File: config.mk
export PLATFORM = sky130hd
export DESIGN_NAME = lsu_ctrl
export DESIGN_NICKNAME = d
export VERILOG_FILES = /design/src/rtl/lsu_ctrl.sv
export SDC_FILE = /design/constraint.sdc
export NUM_CORES = 1
export LEC_CHECK = 0
export CORE_ASPECT_RATIO = 0.6
export CORE_UTILIZATION = 50
export DETAILED_ROUTE_END_ITERATION = 6
export PLACE_DENSITY = 0.82
export SLEW_MARGIN = 10
export SYNTH_ARGS = -nofsm -noshare
export SYNTH_HDL_FRONTEND = slang
export SYNTH_SLANG_ARGS = --single-unit
File: constraint.sdc
create_clock -name clk -period 8.6 [get_ports clk]
set_clock_uncertainty 0.2 [all_clocks]
set_input_delay 1.72 -clock clk [delete_from_list [all_inputs] [get_ports clk]]
set_output_delay 1.72 -clock clk [all_outputs]
set_load 0.01 [all_outputs]
File: src/rtl/lsu_ctrl.sv
// -----------------------------------------------------------------------------
// lsu_ctrl -- load/store control unit between execute and data_mem.
//
// Takes one memory request at a time and forms the effective address
// (base + sign-extended offset). It then checks the request for an illegal
// funct3, a misaligned address or an out-of-range address. A legal request
// drives data_mem for exactly one cycle (ACCESS). Every accepted request
// produces one registered response to writeback.
//
// Handshakes (both sides): a transfer happens on a rising edge where valid and
// ready are both 1. The producer holds valid (and its payload) until that edge,
// and ready never depends on valid. Here req_ready is (state == IDLE).
// resp_* outputs are held stable while resp_valid=1 and resp_ready=0.
//
// Ports
//   clk, rst          : clock, synchronous active-high reset
//   req_valid/ready   : request handshake from execute
//   req_store         : 1 = store, 0 = load
//   req_funct3        : RISC-V funct3 of the access
//   req_base/offset   : rs1 value and signed 12-bit immediate
//   req_wdata, req_rd : store data, load destination register
//   dm_rd_en/wr_en    : data_mem enables, high only during ACCESS
//   dm_addr/mode/wdata: data_mem address, access mode and store data
//   dm_rdata          : asynchronous (already extended) read data
//   resp_valid/ready  : response handshake to writeback
//   resp_data/rd/we   : load result, destination, register write enable
//   resp_err/cause    : fault flag and cause (01 misaligned, 10 range, 11 funct3)
//   dbg_state         : current FSM state (IDLE 0, ACCESS 1, RESP 2)
// -----------------------------------------------------------------------------
module lsu_ctrl #(
    parameter int unsigned MEM_BYTES = 100
) (
    input  logic        clk,
    input  logic        rst,
    input  logic        req_valid,
    output logic        req_ready,
    input  logic        req_store,
    input  logic [2:0]  req_funct3,
    input  logic [31:0] req_base,
    input  logic [11:0] req_offset,
    input  logic [31:0] req_wdata,
    input  logic [4:0]  req_rd,
    output logic        dm_rd_en,
    output logic        dm_wr_en,
    output logic [31:0] dm_addr,
    output logic [2:0]  dm_mode,
    output logic [31:0] dm_wdata,
    input  logic [31:0] dm_rdata,
    output logic        resp_valid,
    input  logic        resp_ready,
    output logic [31:0] resp_data,
    output logic [4:0]  resp_rd,
    output logic        resp_we,
    output logic        resp_err,
    output logic [1:0]  resp_cause,
    output logic [1:0]  dbg_state
);

    typedef enum logic [1:0] {
        IDLE   = 2'd0,
        ACCESS = 2'd1,
        RESP   = 2'd2
    } state_t;

    localparam logic [1:0] CAUSE_NONE    = 2'b00;
    localparam logic [1:0] CAUSE_MISALGN = 2'b01;
    localparam logic [1:0] CAUSE_RANGE   = 2'b10;
    localparam logic [1:0] CAUSE_ILLEGAL = 2'b11;

    state_t state_q, state_d;

    // Request registers
    logic        store_q;
    logic [4:0]  rd_q;
    logic [31:0] dm_addr_q;
    logic [2:0]  dm_mode_q;
    logic [31:0] dm_wdata_q;

    // Response registers
    logic        resp_valid_q;
    logic [31:0] resp_data_q;
    logic [4:0]  resp_rd_q;
    logic        resp_we_q;
    logic        resp_err_q;
    logic [1:0]  resp_cause_q;

    // Request decode (combinational on the live req_* inputs)
    logic [31:0] ea;
    logic        legal_dec;
    logic [2:0]  mode_dec;
    logic [2:0]  size_dec;
    logic        misaligned;
    logic [32:0] last_byte;
    logic        out_of_range;
    logic [1:0]  cause_dec;
    logic        accept;

    assign ea = req_base + {{20{req_offset[11]}}, req_offset};

    always_comb begin
        legal_dec = 1'b0;
        mode_dec  = 3'b000;
        size_dec  = 3'd1;
        case (req_funct3)
            3'b000: begin legal_dec = 1'b1;       mode_dec = 3'b000; size_dec = 3'd1; end
            3'b001: begin legal_dec = 1'b1;       mode_dec = 3'b001; size_dec = 3'd2; end
            3'b010: begin legal_dec = 1'b1;       mode_dec = 3'b010; size_dec = 3'd4; end
            3'b100: begin legal_dec = !req_store; mode_dec = 3'b011; size_dec = 3'd1; end
            3'b101: begin legal_dec = !req_store; mode_dec = 3'b100; size_dec = 3'd2; end
            default: ;
        endcase
    end

    assign misaligned = ((size_dec == 3'd2) && ea[0]) ||
                        ((size_dec == 3'd4) && (ea[1:0] != 2'b00));

    // 33-bit so an address near 2^32 cannot wrap back into range.
    assign last_byte    = {1'b0, ea} + {30'b0, size_dec} - 33'd1;
    assign out_of_range = last_byte > 33'(MEM_BYTES - 1);

    // Priority: illegal funct3 > misaligned > out of range.
    assign cause_dec = !legal_dec  ? CAUSE_ILLEGAL :
                       misaligned   ? CAUSE_MISALGN :
                       out_of_range ? CAUSE_RANGE   : CAUSE_NONE;

    assign accept = req_valid && (state_q == IDLE);

    // FSM state register
    always_ff @(posedge clk) begin
        if (rst) begin
            state_q <= IDLE;
        end else begin
            state_q <= state_d;
        end
    end

    // FSM next state and control outputs
    always_comb begin
        state_d   = state_q;
        req_ready = 1'b0;
        dm_rd_en  = 1'b0;
        dm_wr_en  = 1'b0;
        case (state_q)
            IDLE: begin
                req_ready = 1'b1;
                if (req_valid) begin
                    state_d = (cause_dec == CAUSE_NONE) ? ACCESS : RESP;
                end
            end
            ACCESS: begin
                // Gated by rst so a reset in ACCESS never commits a store.
                dm_rd_en = !store_q && !rst;
                dm_wr_en = store_q && !rst;
                state_d  = RESP;
            end
            RESP: begin
                if (resp_ready) begin
                    state_d = IDLE;
                end
            end
            default: state_d = IDLE;
        endcase
    end

    // Datapath registers
    always_ff @(posedge clk) begin
        if (rst) begin
            store_q      <= 1'b0;
            rd_q         <= 5'd0;
            dm_addr_q    <= 32'd0;
            dm_mode_q    <= 3'd0;
            dm_wdata_q   <= 32'd0;
            resp_valid_q <= 1'b0;
            resp_data_q  <= 32'd0;
            resp_rd_q    <= 5'd0;
            resp_we_q    <= 1'b0;
            resp_err_q   <= 1'b0;
            resp_cause_q <= CAUSE_NONE;
        end else begin
            if (accept) begin
                store_q <= req_store;
                rd_q    <= req_rd;
                if (cause_dec == CAUSE_NONE) begin
                    // data_mem outputs only move for a request that will access.
                    dm_addr_q  <= ea;
                    dm_mode_q  <= mode_dec;
                    dm_wdata_q <= req_wdata;
                end else begin
                    // Faulting request skips ACCESS and answers next cycle.
                    resp_valid_q <= 1'b1;
                    resp_data_q  <= 32'd0;
                    resp_rd_q    <= req_rd;
                    resp_we_q    <= 1'b0;
                    resp_err_q   <= 1'b1;
                    resp_cause_q <= cause_dec;
                end
            end
            if (state_q == ACCESS) begin
                resp_valid_q <= 1'b1;
                resp_data_q  <= store_q ? 32'd0 : dm_rdata;
                resp_rd_q    <= rd_q;
                resp_we_q    <= !store_q && (rd_q != 5'd0);
                resp_err_q   <= 1'b0;
                resp_cause_q <= CAUSE_NONE;
            end
            if ((state_q == RESP) && resp_ready) begin
                resp_valid_q <= 1'b0;
            end
        end
    end

    assign dm_addr    = dm_addr_q;
    assign dm_mode    = dm_mode_q;
    assign dm_wdata   = dm_wdata_q;
    assign resp_valid = resp_valid_q;
    assign resp_data  = resp_data_q;
    assign resp_rd    = resp_rd_q;
    assign resp_we    = resp_we_q;
    assign resp_err   = resp_err_q;
    assign resp_cause = resp_cause_q;
    assign dbg_state  = state_q;

endmodule

==> reports/summary.txt, run 1 <==
final setup vio count -> 0
Crit path largest cell delay -> 0.45 ns
Arrival @ worst endpoint -> 8.15 ns
TNS Setup -> 0 ns
global placer's final weighted congestion -> 0.959
CTS H-tree lvls -> 4
largest net degree at the start of global routing -> 86
CTS Root Cell -> clkbuf_16
core area -> 0.0166 mm2
Worst Hold Launch -> resp_cause[1]$_SDFFE_PP0P_
DRT iter0 DRCs -> 789
Max Cap Violations -> 0
asr flop ratio synth -> 0
clock tree sinks -> 117
Synth cell types -> 92
CTS tree -> built
Synth Instances -> 1065
via count -> 8946
worst slew pin tran -> 0.924 ns
Synth area leader -> dfxtp_1
#FFs+latches synth -> 117
post-synthesis sequential area ratio -> 0.269
Overflow after GRT -> 0
Critical Path Start -> req_offset[11]
port buffer count -> 234
Worst path slowest cell -> clkdlybuf4s50_1
Fin. Hold Viols -> 0
1st-pass router iterations -> 5
number of enable flip-flop cells after synthesis -> 0
Fmax -> 0.124 GHz
Worst Path Buf+Inv -> 4
Via density -> 5.82
Top Ports -> 235
# rows -> 36
die area -> 0.0180 mm2
worst-case clock buffer depth -> 2
DRC viols -> 0
initial antenna violation count -> 0
Worst slew margin -> 0.384
P&R area growth vs syn -> 37.0%
Post-CTS Setup Inserts -> 0
GR Util All Layers -> 0.296
global-route wire length before repair -> 42600 um
final core utilization -> 0.717
number of synthesis warnings -> 0
Syn Area/Cell -> 8.17 um2
Synth top area share -> 0.269
WS Path Type -> primary input to flip-flop
CTS hold repair buffers -> 0
CP max FO -> 24
syn nets -> 1248
period utilisation layout -> 0.939
clk slew on worst S/H paths -> 0.07 ns
Clock Latency Late Sink -> 0.42 ns
Lkg Pwr -> 0.00469 uW
largest cells by area after synthesis -> dfxtp_1 (27%), ha_1 (8.6%), mux2i_1 (7.6%), nor2_1 (4.7%), a21oi_1 (4.5%)
Gates resized, CTS repair -> 0
RSZ-0062 raised after global routing -> no
post-DR wirelength/cell -> 17.5 um
crit path capture type -> flip-flop
WP data required -> 8.67 ns
CP delay by family, top -> compound AO/OA/AOI/OAI gates
fillcell total -> 1356
DRT antenna net count -> 0
reg2reg start -> dbg_state[0]$_SDFFE_PP0P_
layout cell share with drive strength beyond 1 -> 0.0740
Top FF cell, synth -> dfxtp_1
Final nets -> 1480
status -> completed
final wirelength -> 27000 um
Initial Utilization -> 0.523
DP HPWL -> 20900 um
# diodes -> 0
crit start category -> primary input
die width -> 172 um
Die H -> 104 um
Cell Pwr Density -> 195 mW/mm2
total CTS buffers -> 17
worst vdd ir -> 0.119 mV
Hold WC Path Type -> flip-flop to flip-flop
Final Max Slew Viols -> 0
Period minus WS final -> 8.07 ns
synthesized area -> 0.00870 mm2
number of global-route vias before repair -> 8255
[final timing paths]
path / cells past startpoint / to / slack [ns]
max: 28 / dm_addr[5]$_SDFFE_PP0P_ / 0.53
min: 2 / resp_cause[1]$_SDFFE_PP0P_ / 0.27
max reg2reg: 7 / dm_addr[5]$_SDFFE_PP0P_ / 6.15
min reg2reg: 2 / resp_cause[1]$_SDFFE_PP0P_ / 0.27
[power by group]
group / leakage [uW] / switching (uW) / total [uW] / internal (uW)
clock network: 0.000285 / 318 / 707 / 389
logic: 0.00346 / 628 / 1070 / 438
registers: 0.000945 / 4.08 / 551 / 547
[per-stage QoR]
stage	hold slack [ns]	cell area [um2]	power [uW]	worst slack (ns)	std cells
after floorplan	0.245	8700	1310	1.37	1065
after global placement	0.253	11300	1580	0.457	1506
after detailed placement	0.254	11300	1590	0.241	1506
after CTS	0.269	11900	2310	0.686	1538
after global routing	0.285	11900	2470	0.0270	1538
final	0.266	11900	2320	0.525	1538
[cell usage in the layout (no fill, tap or decap), drive strengths merged, types with 10 or more instances in the layout]
cell type	count
nand3	15
o31ai	10
and3	14
a21o	26
inv	67
mux2i	66
nand2b	21
xor2	15
nand2	83
xnor2	29
a211oi	19
clkbuf	17
and2	16
nor3	20
buf	33
nor4	10
a21oi	80
o211ai	12
o21ai	50
a22o	34
nor2	110
dfxtp	117
ha	60
clkdlybuf4s50	233
nand4	14
[final cells by class]
class | instances | area, um2 | share of cell area
Clock inverter | 15 | 158 | 0.0132
Sequential cell | 117 | 2340 | 0.196
Clock buffer | 17 | 425 | 0.0357
Inverter | 57 | 214 | 0.0179
Tap cell | 228 | 285 | 0.0239
Multi-Input combinational cell | 838 | 5870 | 0.492
Timing Repair Buffer | 266 | 2630 | 0.220
[cells in the mapped netlist (5+ instances only)]
cell type  instances
dfxtp_1          117
nor2_1           109
nand2_1           83
a21oi_1           78
mux2i_1           66
ha_1              60
inv_1             52
o21ai_0           38
a22o_1            34
xnor2_1           29
a21o_1            25
clkbuf_1          24
nand2b_1          21
nor3_1            19
a211oi_1          18
buf_2             16
xor2_1            15
and2_1            14
nand3_1           14
and3_1            13
nand4_1           13
o211ai_1          11
o21ai_1           11
buf_4             10
nor4_1            10
nor2b_1            9
o21a_1             9
a211o_1            8
a31oi_1            8
o21bai_1           8
o22ai_1            8
o31ai_1            8
and4_1             7
a2111oi_0          5
inv_2              5
[worst min-delay path, cell delays in order, from the launching register on]
cell,delay (ns)
dfxtp_1,0.31
nand2_1,0.05
o21ai_0,0.06
[flip-flops by register name, indices dropped and copies added (netlist names)]
name / cells
dm_addr: 32
dm_wdata: 32
resp_data: 32
rd_q: 5
resp_rd: 5
dm_mode: 3
dbg_state: 2
resp_cause: 2
resp_err: 1
resp_valid: 1
resp_we: 1
store_q: 1
[cell families (layout without fill, tap and decap cells)]
| family | after synthesis | count (layout) | synth area share |
|---|---|---|---|
| buffers and inverters | 110 | 355 | 0.0572 |
| AND/OR/NAND/NOR | 335 | 335 | 0.190 |
| AO/OA/AOI/OAI | 328 | 328 | 0.269 |
| multiplexers | 67 | 67 | 0.0772 |
| flip-flops | 117 | 117 | 0.269 |
| XOR/XNOR | 44 | 44 | 0.0443 |
| adder cells (fa/ha/maj) | 64 | 64 | 0.0933 |
[layer usage]
| metal | global-route usage | vias up | wire length, um |
|---|---|---|---|
| met5 | 0 | - | 0 |
| met4 | 0.0531 | 0 | 188 |
| met3 | 0.0951 | 21 | 2780 |
| met2 | 0.423 | 397 | 10900 |
| met1 | 0.430 | 4134 | 13100 |
| li1 | - | 4394 | - |
Power figures use the tool's default switching activity.
==> run 2, diff against run 1 <==
--- a/config.mk
+++ b/config.mk
@@ -5,6 +5,8 @@
 export SDC_FILE = /design/constraint.sdc
 export NUM_CORES = 1
 export LEC_CHECK = 0
+export ABC_AREA = 1
+export CAP_MARGIN = 20
 export CORE_ASPECT_RATIO = 0.6
 export CORE_UTILIZATION = 50
 export DETAILED_ROUTE_END_ITERATION = 6
==> reports/summary.txt, run 2 <==
status -> completed
final setup vio count -> 0 (unchanged)
clock tree sinks -> 117 (unchanged)
CTS H-tree lvls -> 4 (unchanged)
Period minus WS final -> 7.36 ns (-0.715 ns)
WS Path Type -> primary input to flip-flop
Final Max Slew Viols -> 0 (unchanged)
# diodes -> 0 (unchanged)
DRT iter0 DRCs -> 1032 (+31%)
# rows -> 37 (+2.8%)
Max Cap Violations -> 0 (unchanged)
die width -> 176 um (+1.9%)
most frequent cell on the critical path -> nand2_1
setup slack after layout -> 1.24 ns (+0.715 ns)
clk slew on worst S/H paths -> 0.06 ns (about the same)
Initial Utilization -> 0.519 (-0.00415)
Die H -> 106 um (+1.9%)
Top Ports -> 235 (unchanged)
final wirelength -> 30700 um (+14%)
CTS hold repair buffers -> 0 (unchanged)
Post-Layout Cell Count -> 1953 (+27%)
DP HPWL -> 23600 um (+13%)
most frequent cells in the layout -> nand2_1 (442), clkdlybuf4s50_1 (234), nor2_1 (215), inv_1 (181), dfxtp_1 (117)
Post-CTS Setup Inserts -> 0 (unchanged)
Layout Cell Area excl Fill -> 0.0122 mm2 (+2.2%)
worst vdd ir -> 0.141 mV (+18%)
port buffer count -> 234 (unchanged)
Crit path largest cell delay -> 0.45 ns (about the same)
post-synthesis sequential area ratio -> 0.259 (-0.0101)
Placed Cells -> 1921 (+28%)
Gates resized, CTS repair -> 0 (unchanged)
CTS tree -> built
asr flop ratio synth -> 0 (unchanged)
Worst slew margin -> 0.349 (-0.0351)
Hold WC Path Type -> flip-flop to flip-flop
DRC viols -> 0 (unchanged)
Synth top area share -> 0.259 (-0.0101)
Clock Latency Late Sink -> 0.41 ns (about the same)
core area -> 0.0174 mm2 (+4.7%)
syn nets -> 1667 (+34%)
total CTS buffers -> 17 (unchanged)
crit start category -> primary input
Lkg Pwr -> 0.00602 uW (+28%)
DRT antenna net count -> 0 (unchanged)
Worst path slowest cell -> a211oi_1
number of synthesis warnings -> 0 (unchanged)
Via density -> 5.34 (-8.3%)
WP data required -> 8.69 ns (+0.02 ns)
crit path capture type -> flip-flop
Syn Area/Cell -> 6.09 um2 (-25%)
largest net degree at the start of global routing -> 100 (+16%)
commonest cells in the netlist -> nand2_1 (442), nor2_1 (215), inv_1 (181)
number of enable flip-flop cells after synthesis -> 0 (unchanged)
Synth area leader -> dfxtp_1
Overflow after GRT -> 0 (unchanged)
Fin. Hold Viols -> 0 (unchanged)
TNS Setup -> 0 ns (unchanged)
global-route wire length before repair -> 48500 um (+14%)
commonest non-fill, non-tap cell in the layout -> nand2_1
initial antenna violation count -> 0 (unchanged)
largest cells by area after synthesis -> dfxtp_1 (26%), nand2_1 (18%), nor2_1 (8.9%), ha_1 (8.3%), inv_1 (7.5%)
Post-Place Cell Area -> 0.0116 mm2 (+1.9%)
Final nets -> 1889 (+28%)
Synth Instances -> 1484 (+39%)
worst slew pin tran -> 0.976 ns (+0.0526 ns)
GR Util All Layers -> 0.328 (+0.0323)
Fmax -> 0.136 GHz (+9.7%)
#FFs+latches synth -> 117 (unchanged)
RSZ-0062 raised after global routing -> no
period utilisation layout -> 0.856 (-0.0831)
Cell Pwr Density -> 192 mW/mm2 (-1.3%)
die area -> 0.0186 mm2 (+3.8%)
worst-case clock buffer depth -> 2 (unchanged)
CTS Root Cell -> clkbuf_16
layout cell share with drive strength beyond 1 -> 0.0657 (-0.00831)
via count -> 10.4k (+16%)
most frequent cell after synthesis -> nand2_1
post-DR wirelength/cell -> 15.7 um (-10%)
number of global-route vias before repair -> 9389 (+14%)
global placer's final weighted congestion -> 0.962 (+0.27%)
pre-CTS worst setup slack -> 1.06 ns (+0.823 ns)
final core utilization -> 0.700 (-0.0172)
CP max FO -> 19 (-21%)
1st-pass router iterations -> 5 (unchanged)
Arrival @ worst endpoint -> 7.45 ns (-0.70 ns)
synthesized area -> 0.00904 mm2 (+3.9%)
P&R area growth vs syn -> 34.8%
Synth cell types -> 46 (-50%)
Top FF cell, synth -> dfxtp_1
## run 2: changes by cell type in the layout (fill, tap and decap cells not counted), sizes merged, moves of 34 or more
cell / before / now
nor2: 110 / 230
nand2: 83 / 474
mux2i: 66 / 0
nand4: 14 / 62
inv: 67 / 201
a22o: 34 / 0
nand3: 15 / 89
## run 2: report_power, final
part,internal [uW],switching [uW]
Combinational,352,662
Sequential,548,3.28
Clock,472,307
Total,1370,972
## run 2: cell families after synthesis
logic type / share of synthesized area
AOI/OAI and AO/OA: 0.100
xor gates and xnor gates: 0.0233
adders and majority gates: 0.0875
DFF: 0.259
and+or+nand+nor: 0.427
buffers and inverters: 0.103
## run 2: metal layers
metal	wire (um)	part of all wire	vias to the layer above	GRT usage
li1	-	-	5195	-
met1	14500	0.47	4685	0.478
met2	12000	0.39	494	0.464
met3	3490	0.11	47	0.0908
met4	646	0.021	0	0.0913
met5	0	0	-	0
## run 2: through the flow
step	hold slack, ns	power, uW
finish	0.266	2340
global route	0.285	2490
CTS	0.267	2320
detailed placement	0.257	1530
global placement	0.241	1520
floorplan	0.236	1270
## run 2: worst max-delay path: cells and delay by family
kind | cells | cell delay (ns)
simple gates | 20 | 2.69
compound gates | 4 | 1.22
buf+inv | 4 | 0.79
xor+xnor | 1 | 0.27
fa+ha+maj | 2 | 0.74
## run 2: layout make-up
class	instances	area [um2]
clock buffer	17	425
clock inverter	15	206
fill	1579	5220
inverter	190	713
multi-input combinational	1136	5780
sequential	117	2340
tap	234	293
timing repair buffer	244	2430
## run 2: final timing paths
check,from,to,slack (ns),depth (start not counted)
worst max-delay path,req_offset[4],resp_rd[4]$_SDFFE_PP0P_,1.24,31
worst min-delay path,rd_q[4]$_SDFFE_PP0P_,rd_q[4]$_SDFFE_PP0P_,0.27,2
worst max register to register,dbg_state[1]$_SDFFE_PP0P_,dm_addr[6]$_SDFFE_PP0P_,6.18,7
worst min register to register,rd_q[4]$_SDFFE_PP0P_,rd_q[4]$_SDFFE_PP0P_,0.27,2
==> run 3, diff against run 2 <==
--- a/config.mk
+++ b/config.mk
@@ -10,6 +10,7 @@
 export CORE_ASPECT_RATIO = 0.6
 export CORE_UTILIZATION = 50
 export DETAILED_ROUTE_END_ITERATION = 6
+export HOLD_SLACK_MARGIN = 0.03
 export PLACE_DENSITY = 0.82
 export SLEW_MARGIN = 10
 export SYNTH_ARGS = -nofsm -noshare
==> results of run 3 <==
The final DEF is identical to that of run 2; final timing and power are the same.
